===== config.mk =====
export PLATFORM = sky130hd
export DESIGN_NAME = muxn_pipe
export DESIGN_NICKNAME = d
export VERILOG_FILES = /design/src/rtl/mux_pkg.sv /design/src/rtl/skid_buf.sv /design/src/rtl/muxn_pipe.sv
export SDC_FILE = /design/constraint.sdc
export NUM_CORES = 1
export LEC_CHECK = 0
export BUFFER_PORTS_ARGS = -buffer_cell sky130_fd_sc_hd__buf_4
export CORE_MARGIN = 3
export CORE_UTILIZATION = 43
export DETAILED_ROUTE_END_ITERATION = 8
export MAX_ROUTING_LAYER = met4
export PLACE_DENSITY = 0.77
export SLEW_MARGIN = 5
export SYNTH_ARGS = -nofsm -noshare
export SYNTH_HDL_FRONTEND = slang
export SYNTH_HIERARCHICAL = 1
export SYNTH_SLANG_ARGS = --single-unit

===== constraint.sdc =====
create_clock -name clk -period 2 [get_ports clk]
set_input_delay 0.4 -clock clk [delete_from_list [all_inputs] [get_ports clk]]
set_output_delay 0.4 -clock clk [all_outputs]
set_load 0.02 [all_outputs]

===== src/rtl/mux_pkg.sv =====
// rtl/mux_pkg.sv - shared constants and helpers for the registered N-to-1 mux
// Purpose: channel-count limits and the flattened-channel slice index helper.
package mux_pkg;

    localparam int MUX_N_MAX = 16;
    localparam int MUX_N_MIN = 2;

    // Low bit of channel idx inside a flattened {ch[N-1], ..., ch[0]} bus.
    function automatic int slice_lo(input int idx, input int width);
        return idx * width;
    endfunction

endpackage


===== src/rtl/skid_buf.sv =====
// rtl/skid_buf.sv - 2-entry valid/ready buffer with synchronous flush
// Purpose: registered output stage; a main register drives the output and a
//          skid register absorbs the single word accepted while the consumer stalls.
// Ports:   clk, rst (async, active-high), flush (sync discard)
//          in_data/in_valid/in_ready   upstream handshake
//          out_data/out_valid/out_ready downstream handshake
module skid_buf #(
    parameter int WIDTH = 32
) (
    input  logic             clk,
    input  logic             rst,
    input  logic             flush,
    input  logic [WIDTH-1:0] in_data,
    input  logic             in_valid,
    output logic             in_ready,
    output logic [WIDTH-1:0] out_data,
    output logic             out_valid,
    input  logic             out_ready
);

    logic             main_valid;
    logic [WIDTH-1:0] main_data;
    logic             skid_valid;
    logic [WIDTH-1:0] skid_data;
    logic             accept;
    logic             main_free;

    // Readiness looks only at registered state, flush and reset, so the
    // consumer's out_ready never forms a combinational path to the producer.
    assign in_ready  = !skid_valid && !flush && !rst;
    assign accept    = in_valid && in_ready;
    assign main_free = !main_valid || out_ready;

    assign out_data  = main_data;
    assign out_valid = main_valid;

    always_ff @(posedge clk or posedge rst) begin
        if (rst) begin
            main_valid <= 1'b0;
            main_data  <= '0;
            skid_valid <= 1'b0;
            skid_data  <= '0;
        end else if (flush) begin
            // Data registers keep their value; only the valid bits are dropped.
            main_valid <= 1'b0;
            skid_valid <= 1'b0;
        end else if (main_free) begin
            if (skid_valid) begin
                // Older skid word goes first; in_ready was low so no accept.
                main_data  <= skid_data;
                main_valid <= 1'b1;
                skid_valid <= 1'b0;
            end else if (accept) begin
                main_data  <= in_data;
                main_valid <= 1'b1;
            end else begin
                main_valid <= 1'b0;
            end
        end else if (accept) begin
            skid_data  <= in_data;
            skid_valid <= 1'b1;
        end
    end

endmodule


===== src/rtl/muxn_pipe.sv =====
// rtl/muxn_pipe.sv - N-to-1 multiplexer with registered elastic output
// Purpose: selects one of N valid/ready channels per cycle and presents the
//          accepted word one cycle later behind a 2-entry skid buffer.
// Ports:   clk, rst (async, active-high)
//          sel                  binary channel select
//          in/in_valid/in_ready flattened channel data and per-channel handshake
//          out/out_valid/out_ready registered output handshake
//          flush                discard buffered words and clear sel_err
//          sel_err              sticky: an out-of-range select was seen
module muxn_pipe
    import mux_pkg::*;
#(
    parameter  int WIDTH = 32,
    parameter  int N     = 4,
    localparam int SEL_W = $clog2(N)
) (
    input  logic               clk,
    input  logic               rst,
    input  logic [SEL_W-1:0]   sel,
    input  logic [N*WIDTH-1:0] in,
    input  logic [N-1:0]       in_valid,
    output logic [N-1:0]       in_ready,
    output logic [WIDTH-1:0]   out,
    output logic               out_valid,
    input  logic               out_ready,
    input  logic               flush,
    output logic               sel_err
);

    generate
        if ((N < MUX_N_MIN) || (N > MUX_N_MAX)) begin : g_bad_n
            $error("muxn_pipe: N must lie within 2..16");
        end
    endgenerate

    logic             sel_ok;
    logic             sel_valid;
    logic [WIDTH-1:0] sel_data;
    logic             buf_ready;

    // Decode by explicit compare so unselected channels (possibly X) never
    // reach the buffer, and a select >= N simply matches nothing.
    always_comb begin
        sel_ok    = 1'b0;
        sel_valid = 1'b0;
        sel_data  = '0;
        for (int i = 0; i < N; i++) begin
            if (sel == SEL_W'(i)) begin
                sel_ok    = 1'b1;
                sel_valid = in_valid[i];
                sel_data  = in[slice_lo(i, WIDTH) +: WIDTH];
            end
        end
    end

    always_comb begin
        in_ready = '0;
        for (int i = 0; i < N; i++) begin
            if (sel == SEL_W'(i)) begin
                in_ready[i] = buf_ready;
            end
        end
    end

    // Flush takes priority over a simultaneous illegal select.
    always_ff @(posedge clk or posedge rst) begin
        if (rst) begin
            sel_err <= 1'b0;
        end else if (flush) begin
            sel_err <= 1'b0;
        end else if (!sel_ok) begin
            sel_err <= 1'b1;
        end
    end

    skid_buf #(
        .WIDTH(WIDTH)
    ) u_skid (
        .clk      (clk),
        .rst      (rst),
        .flush    (flush),
        .in_data  (sel_data),
        .in_valid (sel_valid && sel_ok),
        .in_ready (buf_ready),
        .out_data (out),
        .out_valid(out_valid),
        .out_ready(out_ready)
    );

endmodule


After elaboration in Yosys (flattened, before gate mapping)
Cells that the tools add are included.
{ "classes": {"n_bitwise": 2, "n_reduce_logical": 15, "add_sub_neg": 0, "n_mul": 0, "order_cmp": 0, "muxes": 27, "div_mod_pow": 0, "n_shift": 0, "n_eq_ne": 4} }
{ "ops": {"columns": ["op", "n"], "rows": [
  ["32-bit two-way mux", 6],
  ["1-bit two-way mux", 21],
  ["3-bit AND reduction", 2],
  ["2-bit == test (second input constant)", 2],
  ["1-bit logical AND", 4],
  ["1-bit logical NOT", 4],
  ["2-bit nonzero test", 2],
  ["3-bit nonzero test", 1],
  ["2-bit by 1-bit == test with 1-bit output (second input constant)", 1],
  ["2-bit logical NOT", 1],
  ["2-bit inequality test (second input constant)", 1],
  ["1-bit inverter", 2],
  ["1-bit logical OR", 1]
]} }
{ "totals": {"latch_bits": 0, "input_bits": 138, "n_memories": 0, "rom_bits": 0, "mem_bits_rw": 0, "ff_bits": 67, "wordCells": 53} }

Longest topological paths before layout
Gate-level depths: netlist of run 1.
{ "logic_depth": {"depth_word": 11, "depth_mapped": 6} }

By module
The synthesis of run 1 kept the hierarchy.
{ "by_module_without_submodules": {"columns": ["mod", "cells_each", "area_per_inst_um2", "instances"], "rows": [
  ["skid_buf", 184, 3062.9, 1],
  ["muxn_pipe", 48, 910.9, 1]
]} }

Least setup slack after synthesis of run 1
No wires, ideal clock.
{ "synth_timing": {"path_kind": "in2reg", "startpoint": "input rst", "endpoint": "register u_skid.main_valid (netlist: u_skid/out_valid)", "path_slack_ns": -0.255, "t_required_ns": 1.919, "arrival_ns": 2.175, "cell_stages": 3, "path_cell_list": "inv_1 > a21oi_1 > a21oi_1"} }
{ "synth_between": {"elab_chain_cells": 7} }
{ "synth_lines": {"columns": ["element", "line_no", "rtl"], "rows": [
  ["start: declaration", "muxn_pipe.sv:18", "input logic rst,"],
  ["1-bit logical NOT", "skid_buf.sv:30", "assign in_ready = !skid_valid && !flush && !rst;"],
  ["1-bit logical AND", "skid_buf.sv:30", null],
  ["1-bit logical AND", "skid_buf.sv:31", "assign accept = in_valid && in_ready;"],
  ["1-bit two-way mux", "skid_buf.sv:53", "end else if (accept) begin"],
  ["1-bit two-way mux", "skid_buf.sv:48", "if (skid_valid) begin"],
  ["1-bit two-way mux", "skid_buf.sv:47", "end else if (main_free) begin"],
  ["1-bit two-way mux", "skid_buf.sv:43", "end else if (flush) begin"],
  ["end signal: assignment", "skid_buf.sv:45", "main_valid <= 1'b0;"],
  ["end signal: assignment", "skid_buf.sv:51", "main_valid <= 1'b1;"],
  ["end signal: assignment", "skid_buf.sv:55", "main_valid <= 1'b1;"],
  ["end: declaration", "skid_buf.sv:21", "logic main_valid;"]
]} }
Every way passes these cells. The select of a mux whose other input is x is not followed.
A chain may end at the register's enable or synchronous reset.

Worst setup path in the final report of run 1
{ "layout_timing": {"startpoint": "register u_skid.skid_valid", "endpoint": "output in_ready[0]"} }
{ "layout_between": {"elab_chain_cells": 4} }
{ "layout_lines": {"columns": ["element", "line_no", "rtl"], "rows": [
  ["start: declaration", "skid_buf.sv:23", "logic skid_valid;"],
  ["start signal: assignment", "skid_buf.sv:41", "skid_valid <= 1'b0;"],
  ["start signal: assignment", "skid_buf.sv:46", "skid_valid <= 1'b0;"],
  ["start signal: assignment", "skid_buf.sv:52", "skid_valid <= 1'b0;"],
  ["1-bit logical NOT", "skid_buf.sv:30", null],
  ["1-bit logical AND (2 in series)", "skid_buf.sv:30", null],
  ["named net buf_ready", "muxn_pipe.sv:39", "logic buf_ready;"],
  ["1-bit two-way mux", "muxn_pipe.sv:59", "if (sel == SEL_W'(i)) begin"],
  ["end: declaration", "muxn_pipe.sv:22", "output logic [N-1:0] in_ready,"]
]} }
The timed path passes the listed nets, and every way through them passes these cells.

==> results of run 1 <==
-- placed cells by master, fill, tap and decap left out --
| cell | count |
|---|---|
| buf_12 | 6 |
| clkinv_2 | 2 |
| inv_1 | 2 |
| and3_1 | 1 |
| nor2b_1 | 2 |
| buf_4 | 178 |
| dfrtp_2 | 1 |
| mux2_4 | 30 |
| mux2_2 | 64 |
| a21oi_1 | 2 |
| nand2b_1 | 1 |
| clkbuf_8 | 12 |
| nor3_4 | 1 |
| mux4_1 | 4 |
| and3b_1 | 2 |
| a211oi_4 | 1 |
| dfrtp_1 | 66 |
| and3_2 | 1 |
| mux4_2 | 29 |
| clkbuf_1 | 1 |
| nor3_1 | 1 |
| mux2_1 | 2 |
| nor3b_1 | 1 |
| nand2b_4 | 1 |
| clkinvlp_4 | 1 |
| dlygate4sd3_1 | 1 |
-- report_power, final --
part | leakage [nW] | internal, mW | total, mW | switching (mW)
Clock | 0.0953 | 0.542 | 1.02 | 0.482
Sequential | 0.838 | 1.70 | 1.89 | 0.188
Combinational | 1.64 | 0.939 | 1.57 | 0.635
-- Yosys cell counts (all sizes together) --
library cell,instances
mux4,33
nor3b,1
nor3,2
dfrtp,67
inv,3
and3,2
a21oi,2
nor2b,2
mux2,96
and3b,2
a211oi,1
buf,19
nand2b,2
-- area by class of cell --
cell class,instances,area [µm²]
Inverter,3,15.0
Clock inverter,2,10.0
Fill cell,681,3300
Timing Repair Buffer,185,1470
Clock buffer,13,169
Multi-Input combinational cell,143,2070
Sequential cell,67,1680
Tap cell,108,135
-- worst paths after layout --
path	from	to	slack [ns]	cells past startpoint
setup / recovery	u_skid/skid_valid	in_ready[0]	0.22	3
setup reg to reg	u_skid/skid_valid	u_skid/out_data[26]	0.35	3
hold / removal	rst	u_skid/skid_data[2]	0.21	3
min in group clk	flush	u_skid/out_valid	0.30	2
max in group asynchronous	rst	sel_err	1.40	3
hold reg to reg	u_skid/skid_data[6]	u_skid/skid_data[6]	0.51	1
-- state kept, by name (all words and copies together), names as in the netlist --
register           cells
u_skid/skid_data      32
u_skid/out_valid       1
u_skid/out_data       32
u_skid/skid_valid      1
sel_err                1
-- repair_timing --
item	in CTS	in global routing
hold buffers	1	0
buffers inserted	0	0
hold endpoints to repair	1	0
-- worst max-delay path: cells and delay by family (launching register included) --
family                 cells  cell delay, ns
flip-flops                 1            0.44
buffers and inverters      1            0.17
AND/OR/NAND/NOR            2            0.45
-- metal layers --
metal | share of wire [%] | vias up | wire [µm]
li1 | - | 1250 | -
met5 | 0 | - | 0
met2 | 51 | 111 | 4760
met1 | 40 | 1406 | 3750
met4 | 1.2 | 0 | 114
met3 | 7.2 | 12 | 666
-- kinds of logic after synthesis --
logic type             count (synthesis)  share of synthesized area, %
AOI/OAI and AO/OA                      3                         0.756
buffers and inverters                 22                          5.54
DFF                                   67                          42.2
muxes                                129                          49.2
and+or+nand+nor                       11                          2.30
==> key figures, run 1 <==
Clocking
  – TritonCTS clock tree: yes
  – Cts repair resizes: 0
  – CTS root buf: clkbuf_8
  – Later-pin clock latency in the skew report: between 0.3 and 0.4 ns
  – Maximum root-to-sink buffer count: 2
  – Clock net sink count: 67
  – Clk slew on worst S/H paths: 0.07 ns
  – CTS buffer count: 9
  – # H-tree levels: 3

Route
  – DR iter-0 viols: between 50 and 60
  – DRT antenna net count: 0
  – Avg WL per Cell: around 18 µm
  – Post-Route WL: roughly 9300 µm
  – Vias: 2,779
  – Number of vias per cell: about 5.3
  – First-pass DRT Iterations: 4
  – DRC errors left: 0

Final layout
  – N_diodes: 0
  – Final Core Density: between 60% and 70%
  – Finished Layout Cells: 521
  – Fin area: 5550 µm²
  – Final #Nets: ~550
  – Share of post-route cells with drive strength above 1: about four fifths
  – Area Growth Syn to Fin: 39.6%

Global routing
  – Met2 Track Usage GR: 30.8%
  – Largest net degree at the start of global routing: 67
  – Vias in the first global route: around 3k
  – Layer with the highest usage: met2
  – Total gr overflow: 0
  – Initial antenna violation count: 0
  – Met1 Use GR: 22.0%
  – Gr usage total: a little under a fifth
  – GR Util met3: 3.89%
  – First-pass GRT wire length: 14,300 µm

Worst setup path
  – Slowest-stage cell, CP: dfrtp_2
  – Max incr delay on CP: around 0.44 ns
  – Critical Path Source Type: register
  – Cell Chain, Critical Path: nor3_4, nor3b_1, buf_4
  – Req. time, crit path: 1.60 ns
  – CP Max Fanout: 5
  – CP arrival: 1.38 ns
  – CP Class: reg2out
  – Kind of end point of the critical path: output pin

Power
  – Pleak: between 2 and 3 nW
  – Maximum vdd drop: ~410 µV
  – Total Power: 4.49 mW
  – Pwr Density: just over 800 nW/µm²

STA
  – Worst Tran Pin Value: roughly 0.47 ns
  – Fmax: ~560 MHz
  – Final hold slack: between 0.2 and 0.25 ns
  – Setup TNS: 0 ns
  – Rel. slew slack: about 70%
  – Crit path time final: 1.78 ns
  – Crit share post-route: between 80% and 90%
  – Final clock skew: 0.00794 ns
  – Final setup fails: 0
  – RSZ-0062 raised after global routing: false
  – Count of final hold-check violations: 0
  – Post-route worst setup slack: ~0.22 ns
  – Slew Viols, Final: 0

Floorplan
  – DIE AREA: 10,400 µm²
  – Chip width: around 100 µm
  – Core Area: just under 9000 µm²
  – # IOs: around 180
  – Starting Density: about 45%
  – Chip height: 102 µm
  – FP Rows: 34

Synthesis
  – Synthesized flop and latch total: between 60 and 70
  – Yosys top cell by area: dfrtp_1
  – Synth top area cells: dfrtp_1 (42%), mux2_2 (18%), mux4_2 (16%), mux2_4 (11%), mux4_1 (3.3%)
  – Sequential fraction of the synthesis area: 42.2%
  – Syn avg cell area: around 17 µm²
  – Yosys synthesis warning count: 6
  – Synth Cell Area: between 3000 and 4000 µm²
  – Top-area cell type share of the netlist area: approximately 42%
  – Syn_nets: 370
  – Number of library cell types mapped by synthesis: 21
  – Post-Synthesis Cells: roughly 230

Placement
  – Pre-CTS setup slack: -0.0130 ns
  – I/O Buffers: 175
  – Placed insts: between 500 and 600
  – RePlAce Congestion: between 0.7 and 0.8
  – Placed Area: ~5400 µm²
  – DP Wirelength: roughly 7000 µm

Job
  – Max_cap viols: 0

Outcome
  – Outcome: finished, final reports clean

Hold path
  – Min-Delay Path Class: in2async
Note: power is estimated with default switching activity, not from simulation.
==> run 2, diff against run 1 <==
--- a/config.mk
+++ b/config.mk
@@ -7,11 +7,10 @@
 export LEC_CHECK = 0
 export BUFFER_PORTS_ARGS = -buffer_cell sky130_fd_sc_hd__buf_4
 export CORE_MARGIN = 3
-export CORE_UTILIZATION = 43
+export CORE_UTILIZATION = 45
 export DETAILED_ROUTE_END_ITERATION = 8
 export MAX_ROUTING_LAYER = met4
 export PLACE_DENSITY = 0.77
-export SLEW_MARGIN = 5
 export SYNTH_ARGS = -nofsm -noshare
 export SYNTH_HDL_FRONTEND = slang
 export SYNTH_HIERARCHICAL = 1
==> constraint.sdc (replaced) <==
create_clock -name clk -period 1.9 [get_ports clk]
set_input_delay 0.38 -clock clk [delete_from_list [all_inputs] [get_ports clk]]
set_output_delay 0.38 -clock clk [all_outputs]
set_load 0.02 [all_outputs]
==> run 2 against run 1 <==
Global-route usage grew 1.3 points. Flip-flop and latch count unchanged. Worst setup slack worse by 0.16 ns. Largest cell class unchanged. Sequential share of layout area is 0.075 points lower. Critical path type is now reg2reg. Core utilization up 3.7 points. Largest power group unchanged. Critical path depth is the same. Die area down 4.2%. Clock power is 21% higher. Via count shrank 1.9%. Clock skew fell by 0.00080 ns. Power rose by 8.5%. Highest routed layer unchanged.
==> key figures, run 2 (synthesis results as in run 1) <==
Placement
  – Placed insts: 502 (-0.59%)
  – DP Wirelength: 6850 µm (-1.3%)
  – I/O Buffers: 175 (unchanged)
  – Placed Area: 5330 µm² (-0.47%)
  – RePlAce Congestion: 0.758 (+3.1%)

Final layout
  – Final #Nets: 547 (unchanged)
  – N_diodes: 0 (unchanged)
  – Final Core Density: 66.4% (+3.7 points)
  – FF/Latch Area: 1680 µm² (unchanged)
  – Share of post-route cells with drive strength above 1: 79.7% (+0.53 points)
  – Area taken by multi-input logic gates: 2080 µm² (+0.42%)
  – Most common cell after layout, fill and taps aside: buf_4
  – Fin area: 5560 µm² (+0.25%)
  – Area Growth Syn to Fin: 40.0%
  – Finished Layout Cells: 519 (-0.38%)
  – Fill cell count: 632 (-7.2%)
  – Commonest cells after routing, fill and taps aside: buf_4 (180), dfrtp_1 (66), mux2_2 (64), mux2_4 (30), mux4_2 (29)

Clocking
  – CTS root buf: clkbuf_8
  – CTS buffer count: 9 (unchanged)
  – Later-pin clock latency in the skew report: 0.33 ns (about the same)
  – TritonCTS clock tree: yes
  – Maximum root-to-sink buffer count: 2 (unchanged)
  – Postcts setup bufs: 0 (unchanged)
  – # H-tree levels: 3 (unchanged)
  – Clk slew on worst S/H paths: 0.07 ns (about the same)
  – Clock net sink count: 67 (unchanged)

STA
  – Final setup fails: 0 (unchanged)
  – RSZ-0062 raised after global routing: false
  – Crit path time final: 1.83 ns
  – Final clock skew: 0.00714 ns (-0.000795 ns)
  – Rel. slew slack: 57.4% (-11 points)
  – Crit share post-route: ~96%
  – Worst Tran Pin Value: 0.639 ns (+0.169 ns)
  – Count of final hold-check violations: 0 (unchanged)
  – Slew Viols, Final: 0 (unchanged)
  – Fmax: approximately 550 MHz

Route
  – Post-Route WL: 9100 µm (-2.1%)
  – DRT antenna net count: 0 (unchanged)
  – Vias: 2,725 (-1.9%)
  – Avg WL per Cell: 17.5 µm (-1.7%)
  – First-pass DRT Iterations: 4 (unchanged)
  – DR iter-0 viols: 53 (-8.6%)
  – Number of vias per cell: 5.25 (-1.6%)
  – DRC errors left: 0 (unchanged)

Floorplan
  – Starting Density: 47.4% (+2.5 points)
  – Chip height: 100 µm (-2.1%)
  – FP Rows: 33 (-2.9%)
  – Chip width: 100 µm (-2.1%)
  – Core Area: 8380 µm² (-5.3%)
  – # IOs: 176 (unchanged)
  – DIE AREA: 9990 µm² (-4.2%)

Worst setup path
  – Reg2reg start: u_skid/skid_valid
  – CP arrival: 2.05 ns (+0.67 ns)
  – Worst reg2reg path depth: 3 (unchanged)
  – Critical Path Start: u_skid/skid_valid
  – Critical Path Source Type: register
  – Reg2reg setup slack: 0.07 ns (-0.28 ns)
  – CP Max Fanout: 32 (+27)
  – Worst R2R End: u_skid/skid_data[7]
  – Req. time, crit path: 2.11 ns (+0.51 ns)
  – Kind of end point of the critical path: register
  – CP Class: reg2reg

Power
  – Total Power: 4.87 mW (+8.5%)
  – Maximum vdd drop: 378 µV (-8.5%)
  – Pleak: 2.58 nW (+0.29%)
  – Pwr Density: 876 nW/µm² (+8.2%)

Global routing
  – Total gr overflow: 0 (unchanged)
  – Vias in the first global route: 3,056 (+1.6%)
  – Initial antenna violation count: 0 (unchanged)
  – Largest net degree at the start of global routing: 67 (unchanged)
  – Gr usage total: 19.6% (+1.3 points)
  – First-pass GRT wire length: 14,800 µm (+3.2%)

Hold path
  – Min-Delay Path Class: in2async

Job
  – Max_cap viols: 0 (unchanged)

Outcome
  – Outcome: finished, final reports clean
==> run 2: cell types whose count changed in the layout (fill, tap and decap cells not counted), sizes merged <==
cell / before / now
clkinvlp: 1 / 2
clkbuf: 13 / 12
bufinv: 0 / 1
==> run 2: how the worst max path moves through the flow <==
stage,slack [ns],cells after the start,to
2_1_floorplan,-0.001,6,u_skid/skid_data[0]
3_3_place_gp,-0.16,4,u_skid/skid_data[7]
3_5_place_dp,-0.19,4,u_skid/skid_data[6]
4_1_cts,0.01,4,in_ready[0]
5_1_grt,0.0006,4,in_ready[1]
6_report,0.07,3,u_skid/skid_data[7]
==> run 2: metal layers <==
layer	vias up	global-route usage [%]	share of wire (%)
met2	117	31.7	50
li1	1255	-	-
met1	1347	24.1	41
met4	0	5.18	0.85
met5	-	-	0
met3	6	5.91	8.2
==> run 2: power breakdown <==
part	internal [mW]	total, mW	switching [mW]
Sequential	1.79	1.99	0.196
Clock	0.709	1.23	0.520
Combinational	0.989	1.65	0.663
Total	3.49	4.87	1.38
==> run 2: cell type report <==
cell class	instances	share of cell area [%]
Multi-Input combinational cell	143	37.5
Sequential cell	67	30.2
Timing Repair Buffer	185	25.9
Clock buffer	12	2.97
Tap cell	105	2.36
Clock inverter	4	0.855
Inverter	3	0.270
==> run 2: repair_timing <==
item                       in CTS  in global routing
setup endpoints to repair       0                  2
resized for setup               0                  1
hold endpoints to repair        1                  0
hold buffers                    1                  0
==> run 2: critical path, stage by stage, from the launching register on <==
cell	delay, ns
dfrtp_2	0.45
nor3_4	0.22
and3_4	0.64
mux2_2	0.40
==> run 2: metrics by stage <==
stage / setup TNS, ns / hold WS, ns / setup slack [ns]
after CTS: 0 / 0.184 / 0.0129
after global routing: 0 / 0.194 / 0.000564
final: 0 / 0.188 / 0.0672
after detailed placement: -6.92 / 0.269 / -0.189
after floorplan: -0.0147 / 0.109 / -0.00147
after global placement: -5.00 / 0.268 / -0.158
==> run 3, diff against run 2 <==
--- a/config.mk
+++ b/config.mk
@@ -10,7 +10,8 @@
 export CORE_UTILIZATION = 45
 export DETAILED_ROUTE_END_ITERATION = 8
 export MAX_ROUTING_LAYER = met4
-export PLACE_DENSITY = 0.77
+export PLACE_DENSITY = 0.74
+export SETUP_SLACK_MARGIN = 0.5
 export SYNTH_ARGS = -nofsm -noshare
 export SYNTH_HDL_FRONTEND = slang
 export SYNTH_HIERARCHICAL = 1
==> run 3 against run 2 <==
Die area did not move. Hold slack got worse by 0.021 ns. Clock skew rose by 0.00085 ns. Via count grew 6.8%. Core utilization increased by 5.4 points. Global-route usage increased by 1.6 points. Non-clock buffer count grew 25. Count of clock-buffer cells in the layout decreased by 2. Final area rose by 8.1%. Routed wire length grew 11%. Largest cell class unchanged.
==> key figures, run 3 (synthesis results as in run 1) <==
Outcome
  – Outcome: finished, final reports clean

Global routing
  – Gr usage total: 21.2% (+1.6 points)
  – Layer with the highest usage: met2
  – GR Util met3: 4.24% (-1.7 points)
  – Initial antenna violation count: 0 (unchanged)
  – First-pass GRT wire length: 15,700 µm (+6.3%)
  – Total gr overflow: 0 (unchanged)
  – Met1 Use GR: 27.7% (+3.6 points)
  – Largest net degree at the start of global routing: 67 (unchanged)
  – Vias in the first global route: 3,123 (+2.2%)
  – Met2 Track Usage GR: 33.0% (+1.4 points)

Floorplan
  – DIE AREA: 9990 µm² (unchanged)
  – Chip width: 100 µm (unchanged)
  – Chip height: 100 µm (unchanged)
  – # IOs: 176 (unchanged)
  – FP Rows: 33 (unchanged)
  – Starting Density: 47.4% (unchanged)
  – Core Area: 8380 µm² (unchanged)

Worst setup path
  – Cell Chain, Critical Path: nor3_4, buf_6, nor3b_4, buf_6
  – CP Max Fanout: 4 (-88%)
  – Worst Path Buf+Inv: 2 (+2)
  – Slowest-stage cell, CP: dfrtp_2
  – CP arrival: 1.38 ns (-0.67 ns)
  – Reg2reg start: u_skid/skid_valid
  – Max incr delay on CP: 0.43 ns (-0.21 ns)
  – Kind of end point of the critical path: output pin
  – Top delay family on crit path: flip-flops
  – Critical Path Source Type: register
  – Req. time, crit path: 1.52 ns (-0.59 ns)
  – Reg2reg setup slack: 0.19 ns (+0.12 ns)
  – Critical Path Start: u_skid/skid_valid
  – CP Class: reg2out
  – Top cell by count, worst path: buf_6

Clocking
  – TritonCTS clock tree: yes
  – # H-tree levels: 3 (unchanged)
  – CTS buffer count: 9 (unchanged)
  – CTS root buf: clkbuf_8
  – Clock net sink count: 67 (unchanged)
  – Later-pin clock latency in the skew report: 0.34 ns (about the same)
  – Maximum root-to-sink buffer count: 2 (unchanged)
  – Clk slew on worst S/H paths: 0.08 ns (about the same)

STA
  – Fmax: 567 MHz (+3.9%)
  – RSZ-0062 raised after global routing: true
  – Final setup fails: 0 (unchanged)
  – Rel. slew slack: 75.7% (+18 points)
  – Crit share post-route: 92.8% (-3.6 points)
  – Final clock skew: 0.00800 ns (+0.000854 ns)
  – Slew Viols, Final: 0 (unchanged)
  – Post-route worst setup slack: 0.136 ns (+0.0691 ns)
  – Setup TNS: 0 ns (unchanged)
  – Crit path time final: 1.76 ns (-0.0691 ns)
  – Worst Tran Pin Value: 0.364 ns (-0.275 ns)
  – Final hold slack: 0.167 ns (-0.0209 ns)
  – Count of final hold-check violations: 0 (unchanged)

Final layout
  – Most common cell after layout, fill and taps aside: buf_4
  – Final #Nets: 573 (+4.8%)
  – Fill cell count: 587 (-7.1%)
  – Share of post-route cells with drive strength above 1: 81.4% (+1.7 points)
  – Final Core Density: 71.7% (+5.4 points)
  – N_diodes: 0 (unchanged)
  – Commonest cells after routing, fill and taps aside: buf_4 (178), dfrtp_1 (66), mux2_2 (58), mux2_4 (36), mux4_2 (29)
  – FF/Latch Area: 1680 µm² (unchanged)
  – Area taken by multi-input logic gates: 2130 µm² (+2.4%)
  – Area Growth Syn to Fin: 51.3%

Power
  – Maximum vdd drop: 348 µV (-7.8%)
  – Pwr Density: 844 nW/µm² (-3.7%)
  – Pleak: 2.78 nW (+8.0%)
  – Total Power: 5.07 mW (+4.1%)

Route
  – Number of vias per cell: 5.34 (+1.7%)
  – Vias: 2,910 (+6.8%)
  – Post-Route WL: 10,100 µm (+11%)
  – DRC errors left: 0 (unchanged)
  – First-pass DRT Iterations: 4 (unchanged)
  – Avg WL per Cell: 18.5 µm (+5.4%)
  – DR iter-0 viols: 62 (+17%)
  – DRT antenna net count: 0 (unchanged)

Placement
  – Pre-CTS setup slack: -0.168 ns (+0.0214 ns)
  – DP Wirelength: 6610 µm (-3.5%)
  – RePlAce Congestion: 0.711 (-6.1%)
  – I/O Buffers: 175 (unchanged)

Job
  – Max_cap viols: 0 (unchanged)

Hold path
  – Min-Delay Path Class: in2async
==> run 3: cell count changes in the layout (fill, tap and decap cells not counted), sizes merged <==
cell | before | now
inv | 2 | 3
clkinvlp | 2 | 3
and3 | 2 | 3
buf | 184 | 209
clkbuf | 12 | 10
bufinv | 1 | 2
clkinv | 2 | 1
==> run 3: where the power goes <==
part           switching [mW]  leakage [nW]  total [mW]  internal (mW)
logic                   0.700          1.84        1.77           1.07
registers               0.194         0.838        1.99           1.79
clock network           0.574         0.103        1.32          0.741
==> run 3: worst paths after layout <==
path / end / cells after the start
setup / recovery: in_ready[0] / 4
hold / removal: u_skid/out_data[1] / 3
setup reg to reg: u_skid/skid_data[9] / 7
hold reg to reg: u_skid/skid_data[14] / 1
max in group asynchronous: sel_err / 3
min in group clk: u_skid/out_valid / 2
==> run 3: routing by layer <==
| layer | routed length [µm] | share of wire, % | vias up |
|---|---|---|---|
| met5 | 0 | 0 | - |
| met4 | 142 | 1.4 | 0 |
| met1 | 4190 | 42 | 1480 |
| met3 | 662 | 6.6 | 13 |
| met2 | 5070 | 50 | 110 |
| li1 | - | - | 1307 |
==> run 3: repair_timing <==
item                                    CTS  global route
buffers inserted                         16             3
endpoints found under the hold margin     1             0
hold buffers                              1             0
pin swaps                                 4             3
endpoints found under the setup margin   68            69
resized for setup                        23             8
cloned                                    5             0
==> run 3: final cells by class <==
class	count	share of cell area [%]
clock buffer	10	2.12
clock inverter	6	1.48
inverter	3	0.250
sequential	67	27.9
timing repair buffer	210	30.6
multi-input combinational	144	35.5
tap	105	2.19
==> run 3: worst reg2reg max path: stages, from the launching register on <==
cell and delay, ns:
dfrtp_2 0.43, nor3_4 0.15, buf_4 0.14, buf_6 0.09, buf_6 0.08, and3_4 0.24
buf_12 0.15, mux2_4 0.30
==> run 3: metrics by stage <==
| step | area, µm² | instances |
|---|---|---|
| 2_1_floorplan | 4020 | 232 |
| 3_3_place_gp | 5350 | 504 |
| 3_5_place_dp | 5350 | 504 |
| 4_1_cts | 5960 | 542 |
| 5_1_grt | 6010 | 545 |
| 6_report | 6010 | 545 |
